$ cat config.mk
export PLATFORM = sky130hd
export DESIGN_NAME = cdm_pipe_mul
export DESIGN_NICKNAME = d
export VERILOG_FILES = /design/src/rtl/cdm_pipe_mul.sv
export SDC_FILE = /design/constraint.sdc
export NUM_CORES = 1
export LEC_CHECK = 0
export ABC_AREA = 1
export ABC_CLOCK_PERIOD_IN_PS = 3100
export CELL_PAD_IN_SITES_DETAIL_PLACEMENT = 0
export CELL_PAD_IN_SITES_GLOBAL_PLACEMENT = 2
export CORE_UTILIZATION = 30
export DETAILED_ROUTE_END_ITERATION = 10
export PLACE_DENSITY_LB_ADDON = 0.1
export SLEW_MARGIN = 40
export SYNTH_ARGS = -nofsm -noshare
export SYNTH_HDL_FRONTEND = slang
export SYNTH_SLANG_ARGS = --single-unit
$ cat constraint.sdc
create_clock -name clk -period 3.1 [get_ports clk]
set_input_delay 0.465 -clock clk [delete_from_list [all_inputs] [get_ports clk]]
set_output_delay 0.465 -clock clk [all_outputs]
set_load 0.005 [all_outputs]
$ cat src/rtl/cdm_pipe_mul.sv
// Pipelined carry-disregard approximate multiplier with valid/ready streaming,
// per-transaction exact/approximate mode and a saturating approximate-result counter.
module cdm_pipe_mul #(
    parameter int unsigned W    = 8,
    parameter int unsigned K_LO = 2,
    parameter int unsigned K_HI = 1
) (
    input  logic             clk,
    input  logic             rst,
    input  logic             in_valid,
    output logic             in_ready,
    input  logic [W-1:0]     in_a,
    input  logic [W-1:0]     in_b,
    input  logic             in_mode,
    output logic             out_valid,
    input  logic             out_ready,
    output logic [2*W-1:0]   out_r,
    output logic             out_mode,
    output logic [15:0]      approx_cnt
);

    localparam int unsigned NB = W / 4;
    localparam int unsigned PW = W + 4;
    localparam int unsigned RW = 2 * W;

    // Nibble partial: low k columns keep only parity, columns >= k summed exactly.
    function automatic logic [PW-1:0] nib_partial(input logic [W-1:0] a,
                                                  input logic [3:0]   bn,
                                                  input int unsigned  k);
        logic [PW-1:0] row;
        logic [PW-1:0] par;
        logic [PW-1:0] hi;
        logic [PW-1:0] low_mask;
        par = '0;
        hi  = '0;
        for (int unsigned c = 0; c < PW; c++) begin
            low_mask[c] = (c < k);
        end
        for (int i = 0; i < 4; i++) begin
            row = bn[i] ? (PW'(a) << i) : '0;
            par = par ^ (row & low_mask);
            hi  = hi + (row & ~low_mask);
        end
        return par + hi;
    endfunction

    logic                     s1_valid_q, s1_valid_d;
    logic [W-1:0]             s1_a_q, s1_a_d;
    logic [W-1:0]             s1_b_q, s1_b_d;
    logic                     s1_mode_q, s1_mode_d;
    logic                     s2_valid_q, s2_valid_d;
    logic [NB-1:0][PW-1:0]    s2_p_q, s2_p_d;
    logic                     s2_mode_q, s2_mode_d;
    logic                     s3_valid_q, s3_valid_d;
    logic [RW-1:0]            s3_r_q, s3_r_d;
    logic                     s3_mode_q, s3_mode_d;
    logic [15:0]              cnt_q, cnt_d;
    logic                     en_c;
    logic [NB-1:0][PW-1:0]    part_c;
    logic [RW-1:0]            sum_c;

    // Partials from S1 and their exact sum from S2.
    always_comb begin
        int unsigned kj;
        part_c = '0;
        sum_c  = '0;
        for (int j = 0; j < int'(NB); j++) begin
            kj = 0;
            if (s1_mode_q) begin
                kj = (j < int'(NB / 2)) ? K_LO : K_HI;
            end
            part_c[j] = nib_partial(s1_a_q, s1_b_q[4*j +: 4], kj);
        end
        for (int j = 0; j < int'(NB); j++) begin
            sum_c = sum_c + (RW'(s2_p_q[j]) << (4 * j));
        end
    end

    // Global advance enable, stage next-state and counter update.
    always_comb begin
        en_c       = !s3_valid_q || out_ready;
        s1_valid_d = s1_valid_q;
        s1_a_d     = s1_a_q;
        s1_b_d     = s1_b_q;
        s1_mode_d  = s1_mode_q;
        s2_valid_d = s2_valid_q;
        s2_p_d     = s2_p_q;
        s2_mode_d  = s2_mode_q;
        s3_valid_d = s3_valid_q;
        s3_r_d     = s3_r_q;
        s3_mode_d  = s3_mode_q;
        cnt_d      = cnt_q;
        if (en_c) begin
            s1_valid_d = in_valid;
            s1_a_d     = in_a;
            s1_b_d     = in_b;
            s1_mode_d  = in_mode;
            s2_valid_d = s1_valid_q;
            s2_p_d     = part_c;
            s2_mode_d  = s1_mode_q;
            s3_valid_d = s2_valid_q;
            s3_r_d     = sum_c;
            s3_mode_d  = s2_mode_q;
        end
        if (s3_valid_q && out_ready && s3_mode_q && (cnt_q != 16'hFFFF)) begin
            cnt_d = cnt_q + 16'd1;
        end
    end

    // Pipeline and counter registers; reset discards in-flight work.
    always_ff @(posedge clk or posedge rst) begin
        if (rst) begin
            s1_valid_q <= 1'b0;
            s1_a_q     <= '0;
            s1_b_q     <= '0;
            s1_mode_q  <= 1'b0;
            s2_valid_q <= 1'b0;
            s2_p_q     <= '0;
            s2_mode_q  <= 1'b0;
            s3_valid_q <= 1'b0;
            s3_r_q     <= '0;
            s3_mode_q  <= 1'b0;
            cnt_q      <= '0;
        end else begin
            s1_valid_q <= s1_valid_d;
            s1_a_q     <= s1_a_d;
            s1_b_q     <= s1_b_d;
            s1_mode_q  <= s1_mode_d;
            s2_valid_q <= s2_valid_d;
            s2_p_q     <= s2_p_d;
            s2_mode_q  <= s2_mode_d;
            s3_valid_q <= s3_valid_d;
            s3_r_q     <= s3_r_d;
            s3_mode_q  <= s3_mode_d;
            cnt_q      <= cnt_d;
        end
    end

    assign in_ready   = en_c;
    assign out_valid  = s3_valid_q;
    assign out_r      = s3_r_q;
    assign out_mode   = s3_mode_q;
    assign approx_cnt = cnt_q;

endmodule
Yosys cells after proc, flatten, opt, wreduce, memory -nomap -nowiden
Index checks and enable logic that the tools add are counted.
{"block": "word_totals", "ff_bits": 78, "latchBits": 0, "mem_bits_rw": 0, "rom_bits": 0, "out_inout_bits": 35, "wordCells": 86, "mem_count": 0}
{"block": "classes", "addsub": 10, "multipliers": 0, "n_div": 0, "magnitude_cmp": 24, "eq_ne": 1, "shift": 0, "n_mux": 10, "bitwise_logic": 24, "reduce_logical": 5}
{"operator": "$lt A3 B32 Y1 const A", "n": 4}
{"operator": "$lt A4 B32 Y1 const A", "n": 4}
{"operator": "$add A12 B12 Y12", "n": 8}
{"operator": "$xor A12 B12 Y12", "n": 6}
{"operator": "$lt A1 B32 Y1 const A", "n": 2}
{"operator": "$lt A2 B32 Y1 const A", "n": 2}
{"operator": "$and A10 B12 Y12", "n": 4}
{"operator": "$and A11 B12 Y12", "n": 4}
{"operator": "$and A8 B12 Y12", "n": 4}
{"operator": "$and A9 B12 Y12", "n": 4}
{"operator": "$not A12 Y12", "n": 2}
{"operator": "$mux W11", "n": 2}
{"operator": "$mux W10", "n": 2}
{"operator": "$mux W9", "n": 2}
{"operator": "$add A12 B16 Y16", "n": 1}
{"operator": "$add A16 B1 Y16 const B", "n": 1}
{"operator": "$lt A4 B1 Y1 const A", "n": 4}
{"operator": "$mux W8", "n": 2}
{"operator": "$ne A16 B16 Y1 const B", "n": 1}
{"operator": "$lt A3 B1 Y1 const A", "n": 4}
{"operator": "$lt A2 B1 Y1 const A", "n": 2}
{"operator": "$logic_and A1 B1 Y1", "n": 3}
{"operator": "$lt A1 B1 Y1 const A", "n": 2}
{"operator": "$mux W2", "n": 1}
{"operator": "other kinds (3)", "n": 3}

Longest topological paths before layout
{"block": "depth", "word_depth": 8, "mapped_depth": 19}

Least setup slack after synthesis
Ideal clock, no wire load.
{"block": "synth_timing", "kind": "register to register", "start": "register s1_a_q[1]", "end": "register s2_p_q[23] in the netlist's numbering", "setup_ns": 0.118, "t_arrival_ns": 3.183, "required_time_ns": 2.982, "path_slack_ns": -0.201, "stages_incl_launch_ff": 16, "path_cell_list": "dfrtp_1 clkbuf_1 nand2_1 fa_1 inv_1 fa_1 fa_1 fa_1 nand2_1 nand2_1 nand2_1 nand2_1 nand3_1 nand3b_1 nand3_1 nand2_1"}
{"block": "synth_between", "elab_chain_cells": 6, "word_cells_on_any_way": 19}
{"element": "from (decl)", "line": "48", "text": "logic [W-1:0] s1_a_q, s1_a_d;"}
{"element": "from (signal assigned)", "line": "114", "text": "s1_a_q <= '0;"}
{"element": "from (signal assigned)", "line": "126", "text": "s1_a_q <= s1_a_d;"}
{"element": "$mux W8 or $mux W9 (tied branches)", "line": "40", "text": "row = bn[i] ? (PW'(a) << i) : '0;"}
{"element": "$and A8 B12 Y12 (tied with other cells)", "line": "42", "text": "hi = hi + (row & ~low_mask);"}
{"element": "$add A12 B12 Y12 or $xor A12 B12 Y12 (tied branches) (3 in a row)", "line": "42, 41"}
{"element": "$add A12 B12 Y12 (*)", "line": "44", "text": "return par + hi;"}
{"element": "to (signal assigned)", "line": "130", "text": "s2_p_q <= s2_p_d;"}
{"element": "to (decl)", "line": "52", "text": "logic [NB-1:0][PW-1:0] s2_p_q, s2_p_d;"}
Mark *: on every way between the ends. The rest lies on a longest branch, timed or not.
A chain may end at the register's enable or synchronous reset.

Worst setup path in the final report
{"block": "layout_timing", "start": "register s1_b_q[6]", "end": "register s2_p_q[21] in the netlist's numbering"}
{"block": "layout_between", "elab_chain_cells": 5, "word_cells_on_any_way": 8}
{"element": "from (decl)", "line": "49", "text": "logic [W-1:0] s1_b_q, s1_b_d;"}
{"element": "from (signal assigned)", "line": "115", "text": "s1_b_q <= '0;"}
{"element": "from (signal assigned)", "line": "127", "text": "s1_b_q <= s1_b_d;"}
{"element": "$mux W10 (*)", "line": "40"}
{"element": "$and A10 B12 Y12, on equally long branches", "line": "42, 41"}
{"element": "$add A12 B12 Y12 or $xor A12 B12 Y12 (tied branches) (2 in a row)", "line": "42, 41"}
{"element": "$add A12 B12 Y12 (*)", "line": "44"}
Marks and branches as above.

==> results.md <==
STA:
- The total of endpoints with negative setup slack in the final report is 0.
- The number of failing hold endpoints at the final stage is 0.
- The headroom to the max-slew limit is 0.527.
- The achievable clock frequency is 326 MHz.
- Setup repair after global routing could not meet its margin everywhere.
- The clock period minus worst slack is 3.06 ns.
- The ratio of final minimum period to clock period is 0.988.
- The worst-margin pin slew is 0.710 ns.
- Between clock sinks in the finished design, the worst skew comes to 0.00434 ns.
- The final worst-path setup slack is 0.0368 ns.
- The number of max-slew violations in the final report is 0.

Synthesis:
- The count of mapped cells out of synthesis is 826.
- The Yosys warning count is 0.
- The synthesized design contains 0 enable-type register cells.
- The cell area after technology mapping is 0.00601 sq mm.
- The most used flip-flop cell after synthesis is dfrtp_1.
- In this run, synthesis produced a sequential element count of 78.
- The proportion of synthesized flip-flops having asynchronous set or reset is 1.00.
- When the netlist entered floorplanning its net count stood at 924.
- The number of distinct library cells after synthesis is 29.
- For this run, the register share of the synthesized area comes to 0.325.
- The average cell area after synthesis is 7.28 sq um.

Detailed routing:
- After detailed routing, the average wire length per cell comes to 13.2 microns.
- The number of search-and-repair iterations in the first detailed-routing pass is 6.
- In the routed layout, each cell is associated on average with a via count of 4.42.
- The count of nets left with antenna violations after detail routing is 0.
- The initial detailed-routing violation count is 213.
- The routed design has 15,300 microns of wire.
- The total number of vias is 5,157.
- After detailed routing, the number of remaining DRC violations is 0.

CTS:
- TritonCTS built the clock tree.
- The TritonCTS buffer count is 9.
- The clock tree root buffer cell is clkbuf_16.
- The clock edge transition at the registers on the reported setup and hold paths is 0.06 ns.
- The count of H-tree levels built during CTS is 3.
- Buffers inserted to repair hold after CTS numbered 0.
- At the later pin of the worst-skew pair, clock insertion delay measures 0.35 ns.
- For this design, the sink count on the clock tree is 78.
- The maximum number of buffers from clock root to sink is 2.

Cells and area:
- The final non-filler cell total is 1,167.
- The layout has 2,076 filler cells.
- The sequential standard cell area is 0.00196 sq mm.
- The area added between synthesis and finish is 25.9%.
- The fraction of final layout cells with drive strength greater than 1 is 0.115.
- The count of antenna diodes in the layout is 0.
- The total area of multi-input combinational cells is 0.00359 sq mm.
- The number of nets in the final layout is 995.
- After routing the design area is 0.00757 sq mm.

GRT:
- The total track usage is 0.164.
- The via count of the first global-routing pass is 5,174.
- The initial antenna violation count was 0.
- The maximum number of pins on one net before global-route repair is 64.
- The first global-routing pass estimated 26,000 microns of wire.
- Summed over all layers, the global routing overflow is 0.

Critical path:
- For the worst flop-to-flop path, the logic depth is 15.
- The setup path with the least slack is of type flop to flop.
- Data on the critical path arrives at its endpoint at 3.30 ns.
- The kind of start point of the critical path is a flop.
- The launch point of the worst reg-to-reg path is s1_b_q[6].
- The reg2reg setup slack is 0.04 ns.
- The most critical setup path has its endpoint at s2_p_q[21].
- Of all nets on the critical path, the largest fanout is 3.
- The timing startpoint of the critical path is s1_b_q[6].
- STA puts the critical path data required time at 3.34 ns.
- The endpoint identified for the worst register-to-register timing path is s2_p_q[21].
- STA classifies the critical path endpoint as a flop.

Placed design:
- The wire-length estimate of the detail-placed layout is 11,500 microns.
- The placed instance area is 0.00704 sq mm.
- During placement, the flow inserted port buffers numbering 55.
- Routability-driven placement finished with a final weighted congestion of 0.769.
- After detailed placement, the design holds a cell count of 1,149.
- The worst slack at placement is -0.106 ns.

Floorplan:
- The horizontal die dimension is 144 microns.
- 56 I/O pins were placed.
- The initial utilization of the core area, before any placement, comes to 0.308.
- The vertical extent of the die is 144 microns.
- The die covers 0.0206 sq mm.
- In this run the standard cell core region covers 0.0195 sq mm.
- The total number of placement rows is 51.

Power:
- In this run the power density over the cells is 932 mW/mm^2.
- The static leakage power is 4.11 nW.
- The maximum vdd drop is 0.346 mV.

Worst hold path:
- The launch instance of the worst min-delay path is s2_valid_q.
- The worst min-delay path category is flop to flop.

Flow run:
- Across the run, the number of max-cap violations was 0.

Run status:
- The run finished with clean final reports.
## registers in the layout, indices dropped and copies added (netlist names)
| signal | flops |
|---|---|
| approx_cnt | 16 |
| out_mode | 1 |
| out_r | 16 |
| out_valid | 1 |
| s1_a_q | 8 |
| s1_b_q | 8 |
| s1_mode_q | 1 |
| s1_valid_q | 1 |
| s2_mode_q | 1 |
| s2_p_q | 24 |
| s2_valid_q | 1 |
## Yosys cell counts (2+ instances only)
master | number | area share
dfrtp_1 | 78 | 0.32
inv_2 | 2 | 0.0012
nand3_2 | 2 | 0.0033
o21ai_2 | 6 | 0.0087
buf_6 | 2 | 0.0037
xor2_1 | 10 | 0.015
ha_1 | 48 | 0.10
nand3b_1 | 5 | 0.0062
o21bai_1 | 4 | 0.0050
clkbuf_1 | 28 | 0.017
nand4_1 | 10 | 0.010
xnor2_1 | 7 | 0.010
nor3_1 | 5 | 0.0042
a21oi_1 | 10 | 0.0083
nand3_1 | 45 | 0.037
o21ai_1 | 12 | 0.010
fa_1 | 29 | 0.097
nand2_1 | 316 | 0.20
a31oi_1 | 3 | 0.0031
o21ai_0 | 19 | 0.016
nor2_1 | 36 | 0.022
inv_1 | 142 | 0.089
## layer usage
| layer | GRT usage | up-vias | share of wire |
|---|---|---|---|
| met5 | 0 | - | 0 |
| met4 | 0.0566 | 0 | 0.017 |
| met3 | 0.0233 | 18 | 0.027 |
| met2 | 0.269 | 87 | 0.46 |
| met1 | 0.219 | 2383 | 0.50 |
| li1 | - | 2669 | - |
## area by class of cell
class                   instances  share of cell area
clock buffers                  11              0.0307
clock inverters                 5              0.0109
inverters                     144              0.0716
multi-input cells             574               0.474
flip-flops and latches         78               0.259
well taps                     265              0.0438
repair buffers                 90               0.110
## worst max-delay path: stages (launching register included)
cell     delay, ns
dfrtp_1       0.40
nand2_2       0.08
fa_2          0.57
inv_2         0.04
fa_2          0.54
ha_4          0.21
ha_4          0.17
fa_2          0.37
nand2_2       0.09
nand2_2       0.05
nand2_2       0.08
a21oi_2       0.06
nor2_1        0.10
nand2_1       0.06
nand3_1       0.08
nand2_1       0.06
## through the flow
stage	TNS, ns	hold WS, ns	util	power (mW)
detailed placement	-0.206	0.441	0.361	5.60
floorplan	0	0.423	-	4.22
global placement	-0.0657	0.442	0.361	5.61
global route	-0.313	0.505	0.388	7.83
finish	0	0.450	0.388	7.06
CTS	0	0.457	0.380	6.94
## cell families after synthesis
family / Yosys count / share of synthesized area
AO/OA/AOI/OAI: 57 / 0.0545
XOR/XNOR: 17 / 0.0248
adder cells (fa/ha/maj): 77 / 0.196
buffers and inverters: 174 / 0.111
flip-flops: 78 / 0.325
AND/OR/NAND/NOR: 423 / 0.289
## worst min-delay path by stage
| stage | endpoint | slack, ns | depth (start not counted) |
|---|---|---|---|
| final | out_valid | 0.45 | 2 |
| after global routing | out_r[6] | 0.50 | 2 |
| after CTS | out_valid | 0.46 | 2 |
| after detailed placement | out_valid | 0.44 | 2 |
| after global placement | out_valid | 0.44 | 2 |
| after floorplan | out_valid | 0.42 | 2 |
## repair_timing
item | 4_1_cts | 5_1_grt
cloned | 0 | 0
gates resized for setup | 12 | 31
pin swaps | 6 | 12
setup endpoints to repair | 4 | 11
buffers inserted | 1 | 1
## placed cells by master (no fill, tap or decap), drive strengths merged, types with 3 or more instances in the layout
cell	count
ha	48
a31oi	3
dfrtp	78
fa	29
xnor2	7
o21ai	37
buf	35
clkbuf	11
nand3b	5
xor2	10
a21oi	10
nor2	36
nand3	47
inv	144
clkinv	3
nand4	10
nand2	317
o21bai	4
clkdlybuf4s50	55
nor3	7
## report_power, final
| group | internal [mW] | leakage (nW) | switching (mW) |
|---|---|---|---|
| sequential | 1.41 | 0.965 | 0.358 |
| clock | 0.710 | 0.154 | 0.468 |
| combinational | 1.84 | 2.99 | 2.27 |
| total | 3.96 | 4.11 | 3.09 |
Power figures use the tool's default switching activity.
